===== config.mk =====
export PLATFORM = sky130hd
export DESIGN_NAME = pp_buf_ctrl
export DESIGN_NICKNAME = d
export VERILOG_FILES = /design/src/rtl/pp_buf_ctrl.sv
export SDC_FILE = /design/constraint.sdc
export NUM_CORES = 1
export LEC_CHECK = 0
export ABC_AREA = 1
export CAP_MARGIN = 10
export CORE_ASPECT_RATIO = 0.9
export CORE_MARGIN = 2
export CORE_UTILIZATION = 45
export CTS_BUF_LIST = sky130_fd_sc_hd__clkbuf_16
export CTS_CLUSTER_SIZE = 25
export DETAILED_ROUTE_END_ITERATION = 10
export GPL_TIMING_DRIVEN = 0
export PLACE_DENSITY_LB_ADDON = 0.3
export SLEW_MARGIN = 20
export SYNTH_ARGS = -nofsm -noshare
export SYNTH_HDL_FRONTEND = slang
export SYNTH_SLANG_ARGS = --single-unit
export TNS_END_PERCENT = 1

===== constraint.sdc =====
create_clock -name clk -period 6.3 [get_ports clk]
set_input_delay 1.89 -clock clk [delete_from_list [all_inputs] [get_ports clk]]
set_output_delay 1.89 -clock clk [all_outputs]
set_load 0.1 [all_outputs]

===== src/rtl/pp_buf_ctrl.sv =====
// Ping-pong buffer controller: fills one RAM bank while bursting the other out.
// Define PP_BUF_CTRL_AUTO_START_EN to start each burst automatically (rd_start ignored).
module pp_buf_ctrl #(
    parameter int DEPTH  = 256,
    parameter int ADDR_W = (DEPTH > 1) ? $clog2(DEPTH) : 1,
    parameter int RD_LAT = 2
) (
    input  logic              clk,
    input  logic              rst,
    input  logic [ADDR_W:0]   len,
    input  logic              in_valid,
    output logic              in_ready,
    output logic              wr_en,
    output logic [ADDR_W-1:0] wr_addr,
    input  logic              rd_start,
    output logic [ADDR_W-1:0] rd_addr,
    output logic              out_valid,
    output logic              out_last,
    output logic              rd_avail,
    output logic              switch
);

    localparam logic [ADDR_W:0] DEPTH_W = DEPTH[ADDR_W:0];
    localparam int              DW      = (RD_LAT > 1) ? $clog2(RD_LAT) : 1;
    localparam int              DLAST_I = (RD_LAT > 0) ? RD_LAT - 1 : 0;
    localparam logic [DW-1:0]   DLAST   = DLAST_I[DW-1:0];

    typedef enum logic {
        W_FILL,
        W_FULL
    } wstate_t;

    typedef enum logic [1:0] {
        R_EMPTY,
        R_READY,
        R_BURST,
        R_DRAIN
    } rstate_t;

    wstate_t         wstate, wstate_nx;
    rstate_t         rstate, rstate_nx;
    logic [ADDR_W:0] count, count_nx;
    logic [ADDR_W:0] wlen, wlen_nx;
    logic [ADDR_W:0] rlen, rlen_nx;
    logic [ADDR_W:0] raddr, raddr_nx;
    logic [DW-1:0]   dcnt, dcnt_nx;

    logic            swap;
    logic            fill_open;
    logic            wr_fire;
    logic [ADDR_W:0] fill_len;
    logic            issue;
    logic            last_issue;
    logic            start_req;

`ifdef PP_BUF_CTRL_AUTO_START_EN
    logic unused_rd_start;
    assign unused_rd_start = rd_start;
    assign start_req       = 1'b1;
`else
    assign start_req       = rd_start;
`endif

    assign swap       = (wstate == W_FULL) && (rstate == R_EMPTY);
    assign fill_open  = (wstate == W_FILL);
    assign wr_fire    = in_valid && fill_open;
    assign issue      = (rstate == R_BURST);
    assign last_issue = issue && (raddr == rlen - 1'b1);

    // Fill length is captured on the first word; out-of-range requests mean a full bank.
    always_comb begin
        fill_len = wlen;
        if (count == '0) begin
            if (len == '0 || len > DEPTH_W) begin
                fill_len = DEPTH_W;
            end else begin
                fill_len = len;
            end
        end
    end

    always_comb begin
        wstate_nx = wstate;
        count_nx  = count;
        wlen_nx   = wlen;
        case (wstate)
            W_FILL: begin
                if (wr_fire) begin
                    wlen_nx  = fill_len;
                    count_nx = count + 1'b1;
                    if (count + 1'b1 == fill_len) begin
                        wstate_nx = W_FULL;
                    end
                end
            end
            W_FULL: begin
                if (swap) begin
                    wstate_nx = W_FILL;
                    count_nx  = '0;
                end
            end
            default: wstate_nx = W_FILL;
        endcase
    end

    // The drain phase lets the last RD_LAT words emerge before the banks may swap again.
    always_comb begin
        rstate_nx = rstate;
        rlen_nx   = rlen;
        raddr_nx  = raddr;
        dcnt_nx   = dcnt;
        case (rstate)
            R_EMPTY: begin
                if (swap) begin
                    rstate_nx = R_READY;
                    rlen_nx   = wlen;
                end
            end
            R_READY: begin
                if (start_req) begin
                    rstate_nx = R_BURST;
                    raddr_nx  = '0;
                end
            end
            R_BURST: begin
                raddr_nx = raddr + 1'b1;
                if (last_issue) begin
                    raddr_nx  = '0;
                    dcnt_nx   = '0;
                    rstate_nx = (RD_LAT == 0) ? R_EMPTY : R_DRAIN;
                end
            end
            R_DRAIN: begin
                dcnt_nx = dcnt + 1'b1;
                if (dcnt == DLAST) begin
                    rstate_nx = R_EMPTY;
                end
            end
            default: rstate_nx = R_EMPTY;
        endcase
    end

    always_ff @(posedge clk) begin
        if (rst) begin
            wstate <= W_FILL;
            count  <= '0;
            wlen   <= '0;
            rstate <= R_EMPTY;
            rlen   <= '0;
            raddr  <= '0;
            dcnt   <= '0;
        end else begin
            wstate <= wstate_nx;
            count  <= count_nx;
            wlen   <= wlen_nx;
            rstate <= rstate_nx;
            rlen   <= rlen_nx;
            raddr  <= raddr_nx;
            dcnt   <= dcnt_nx;
        end
    end

    assign in_ready = fill_open & ~rst;
    assign wr_en    = in_valid & in_ready;
    assign wr_addr  = in_ready ? count[ADDR_W-1:0] : '0;
    assign rd_addr  = (issue && !rst) ? raddr[ADDR_W-1:0] : '0;
    assign rd_avail = (rstate == R_READY) & ~rst;
    assign switch   = swap & ~rst;

    // Address strobe and last-flag travel alongside the RAM read latency.
    generate
        if (RD_LAT == 0) begin : g_nopipe
            assign out_valid = issue & ~rst;
            assign out_last  = last_issue & ~rst;
        end else begin : g_pipe
            logic [RD_LAT-1:0] vpipe;
            logic [RD_LAT-1:0] lpipe;

            always_ff @(posedge clk) begin
                if (rst) begin
                    vpipe <= '0;
                    lpipe <= '0;
                end else begin
                    vpipe[0] <= issue;
                    lpipe[0] <= last_issue;
                    for (int i = 1; i < RD_LAT; i++) begin
                        vpipe[i] <= vpipe[i-1];
                        lpipe[i] <= lpipe[i-1];
                    end
                end
            end

            assign out_valid = vpipe[RD_LAT-1] & ~rst;
            assign out_last  = lpipe[RD_LAT-1] & ~rst;
        end
    endgenerate

endmodule


# Word-level counts from Yosys, hierarchy flattened
# Index checks and enable logic that the tools add are counted.
[classes]
bitwise = 8
n_eq_ne = 11
mux = 21
n_addsub = 4
n_reduce_logical = 17
n_lt_le_gt_ge = 1
[op_table]
columns = ["cell", "count"]
rows = [
  ["two-way mux 9 bit", 6],
  ["case mux 9 bit (2 select lines)", 2],
  ["adder 9 x 1 -> 9 bit, second input constant", 2],
  ["== test 9 bit", 2],
  ["logical NOT 9 bit", 2],
  ["two-way mux 8 bit", 2],
  ["AND reduction 2 bit", 5],
  ["greater-than comparator 9 bit, second input constant", 1],
  ["subtractor 9 x 1 -> 9 bit, second input constant", 1],
  ["two-way mux 2 bit", 4],
  ["case mux 2 bit (4 select lines)", 1],
  ["bitwise AND 1 bit", 6],
  ["inequality test 2 x 1 -> 1 bit, second input constant", 3],
  ["inequality test 2 bit, second input constant", 3],
  ["== test 2 bit, second input constant", 2],
  ["logical AND 1 bit", 4],
  ["two-way mux 1 bit", 4],
  ["case mux 1 bit (2 select lines)", 2],
  ["AND reduction 4 bit", 1],
  ["nonzero test 2 bit", 2],
  ["== test 2 x 1 -> 1 bit, second input constant", 1],
  ["logical NOT 2 bit", 1],
  ["inverter 1 bit", 2],
  ["adder 1 bit, second input constant", 1],
  ["2 further kinds", 2],
]
[totals]
output_inout_bits = 22
reg_bits = 44
elab_cells = 71
input_bits = 13

# Longest topological paths before layout
[logic_depth]
ltp_word = 8
mapped_depth = 16
depth_no_buf = 16

# Worst setup path before layout
# OpenSTA, ideal clock, no wires.
[synth_path]
path_kind = "input port to output port"
from = "input rst"
to = "output wr_en"
setup_slack_ps = -778
cell_stages = 3
required_time_ps = 4410
arrival_ps = 5188
n_path_buf = 0
path_cell_list = "nor2_1 -> clkinv_1 -> nor2_1"
[synth_via]
elab_chain_len = 3
[synth_lines]
columns = ["item", "line_no", "source"]
rows = [
  ["from (decl)", "9", "input logic rst,"],
  ["inverter 1 bit", "163", "assign in_ready = fill_open & ~rst;"],
  ["bitwise AND 1 bit", "163", ""],
  ["bitwise AND 1 bit", "164", "assign wr_en = in_valid & in_ready;"],
  ["to (decl)", "13", "output logic wr_en,"],
]
# No other way between the ends.

# Final worst setup path
[layout_path]
from = "input rst"
to = "output rd_addr[2]"
[layout_via]
elab_chain_len = 3
[layout_lines]
columns = ["item", "line_no", "source"]
rows = [
  ["logical NOT 1 bit", "166", "assign rd_addr = (issue && !rst) ? raddr[ADDR_W-1:0] : '0;"],
  ["logical AND 1 bit", "166", ""],
  ["two-way mux 8 bit", "166", ""],
  ["to (decl)", "16", "output logic [ADDR_W-1:0] rd_addr,"],
]
# No other way between the ends.

==> flow_metrics.py <==
metrics = {
    "cts": {
        "cts_hold_buf": 0,
        "cts.sinks": 44,
        "cts_buffers": 5,
        "clk_latency_ns": 0.29,
        "post_cts_resize_count": 0,
        "clk_pin_slew_ns": 0.07,
        "cts_buffer_depth": 2,
        "cts_root_buffer": "clkbuf_16",
        "cts_tree": "built",
        "post-cts-setup-buffer-count": 0,
        "cts-htree-levels": 2,
    },
    "power": {
        "sw_frac_of_total": 0.323,
        "vdd_drop_max_mv": 0.136,
        "p_comb_frac": 0.242,
        "p_leak_uw": 0.00160,
        "power.internal_uw": 543,
        "p_clk_frac": 0.378,
        "switching_power_uw": 259,
        "powerDensity_nw_per_um2": 225,
        "seq_power_share": 0.380,
    },
    "floorplanning": {
        "top_level_ports": 35,
        "core_um2": 6180,
        "row_count": 27,
        "dieArea_um2": 7140,
        "die_h_um": 80.3,
        "initial_core_util": 0.471,
        "die-width_um": 88.8,
    },
    "logic_synthesis": {
        "synth_cell_types": 35,
        "postSynthCellCount": 455,
        "yosys_warnings": 0,
        "synthesis.nets": 477,
        "syn_area_per_cell_um2": 6.40,
        "netlist_area_um2": 2910,
        "ys_ff_latch": 44,
        "seq_area_frac_synth": 0.302,
    },
    "finish": {
        "nFillCells": 604,
        "utilization": 0.576,
        "regArea_um2": 881,
        "syn_to_final_growth_pct": 22.1,
        "drive_above_1_share": 0.135,
        "layoutNonFillerInstCount": 584,
        "final_nets": 518,
        "n_antenna_cell": 0,
        "multi_input_area_um2": 1750,
    },
    "timing": {
        "whs_ns": 0.406,
        "fin_crit_ns": 6.13,
        "fin_worst_skew_ns": 0.00927,
        "worstMarginPinSlew_ns": 0.975,
        "finalHoldViolations": 0,
        "setup-violations-final": 0,
        "tns_ns": 0,
        "rsz0062_at_grt": "no",
        "fmax_ghz": 0.163,
        "finalMaxSlewViolations": 0,
        "slew_headroom": 0.348,
        "min_period_over_period": 0.973,
    },
    "grt": {
        "grt_pass1_vias": 2683,
        "grt_pass1_wl_mm": 12.1,
        "track_usage": 0.214,
        "overflow": 0,
        "grt_antenna_before_repair": 0,
        "grt_max_degree": 15,
    },
    "worst_setup_path": {
        "critPathKind": "in2out",
        "crit_family": "buffers and inverters",
        "path_cells": "clkdlybuf4s50_1 > nor2_1 > clkinv_1 > nor2_1 > clkdlybuf4s50_1",
        "path_buf_inv": 3,
        "worstPathRequired_ns": 4.41,
        "critical-path-max-stage-delay_ns": 1.14,
        "cp-start-kind": "input pin",
        "end_kind": "output port",
        "critPathMaxFanout": 9,
        "arrival_ns": 4.24,
        "crit_slowest_cell": "clkdlybuf4s50_1",
    },
    "hold_path": {
        "holdCritPathClass": "reg2reg",
    },
    "route": {
        "wirelength_mm": 7.07,
        "wire_per_inst_um": 12.1,
        "vias_per_cell": 4.95,
        "drt_first_pass_iters": 4,
        "vias": 2889,
        "ant_nets": 0,
        "drc": 0,
        "first_iter_violations": 153,
    },
    "place": {
        "dp_hpwl_mm": 5.46,
        "place_inst": 576,
        "place.port_buffers": 34,
        "gp_congestion": 0.871,
    },
    "run": {
        "drv_cap": 0,
    },
    "outcome": {
        "status": "complete, no violations",
    },
}
placed cells by master (no fill, tap or decap), types with 7 or more instances in the layout:
cell type and instances:
a21oi_1 27, clkdlybuf4s50_1 33, dfxtp_1 44, ha_1 9
inv_1 59, inv_2 11, nand2_1 115, nand2_2 8
nand3_1 35, nand4_1 7, nor2_1 44, nor2_2 23
o21ai_0 23, xor2_1 11
sequential cells by signal, indices dropped and copies added, names as in the netlist:
signal	flops
wstate	1
rlen	9
rstate	2
raddr	9
count	9
dcnt	1
g_pipe.vpipe	2
wlen	9
g_pipe.lpipe	2
cell families (layout without fill, tap and decap cells):
group,count (synthesis),count (layout),synth area share
xor gates and xnor gates,12,12,0.0361
AOI/OAI and AO/OA,56,56,0.103
buffers and inverters,80,122,0.107
and+or+nand+nor,254,254,0.413
adders and majority gates,9,9,0.0386
DFF,44,44,0.302
worst paths after layout:
path	end	slack (ns)	depth (start not counted)	start
setup / recovery	rd_addr[2]	0.17	5	rst
hold / removal	g_pipe.vpipe[1]	0.41	2	g_pipe.vpipe[0]
hold reg to reg	g_pipe.vpipe[1]	0.41	2	g_pipe.vpipe[0]
setup reg to reg	count[8]	4.35	7	rstate[0]
per-stage QoR:
step | power, uW | instance area [um^2] | worst slack [ns]
after floorplan | 457 | 2940 | 0.163
after global placement | 499 | 3390 | 0.174
after detailed placement | 504 | 3390 | 0.158
after CTS | 807 | 3560 | 0.147
after global routing | 842 | 3560 | 0.0178
final | 802 | 3560 | 0.169
power by group through the flow:
stage                     logic (uW)  registers (uW)  clock network (uW)
after floorplan                  150             307                   0
after global placement           189             310                   0
after detailed placement         193             311                   0
after CTS                        194             304                 308
after global routing             216             306                 320
final                            194             305                 304
per-layer routing:
| layer | vias up | GRT usage | part of all wire | wire length [um] |
|---|---|---|---|---|
| met5 | - | 0 | 0 | 0 |
| met4 | 0 | 0.0894 | 0.029 | 204 |
| met3 | 20 | 0.0349 | 0.046 | 322 |
| met2 | 80 | 0.347 | 0.46 | 3260 |
| met1 | 1280 | 0.279 | 0.47 | 3290 |
| li1 | 1509 | - | - | - |
cell usage after synthesis (all sizes together):
master  number  area (um^2)
nand2      128          538
nor2        72          358
inv         71          269
dfxtp       44          881
nand3       37          195
a21oi       29          160
o21ai       24          120
xor2        11         96.3
ha           9          113
nand4        7         43.8
nor3         4         25.0
buf          3         20.0
clkbuf       3         11.3
clkinv       3         11.3
nand3b       3         22.5
nor4         2         12.5
a211oi       1         7.51
nor3b        1         7.51
o22ai        1         6.26
o31ai        1         7.51
xnor2        1         8.76
tightest hold or removal path, cell delays in order, from the launching register on:
cell and delay [ns]:
dfxtp_1 0.30, inv_1 0.04, nor2_1 0.03
layout make-up:
class | count | share of cell area
plain buffers | 6 | 0.00879
clock buffers | 5 | 0.0352
clock inverters | 3 | 0.0120
inverters | 74 | 0.0788
multi-input cells | 331 | 0.491
flip-flops and latches | 44 | 0.248
well taps | 87 | 0.0306
repair buffers | 34 | 0.0963
Power figures use the tool's default switching activity.
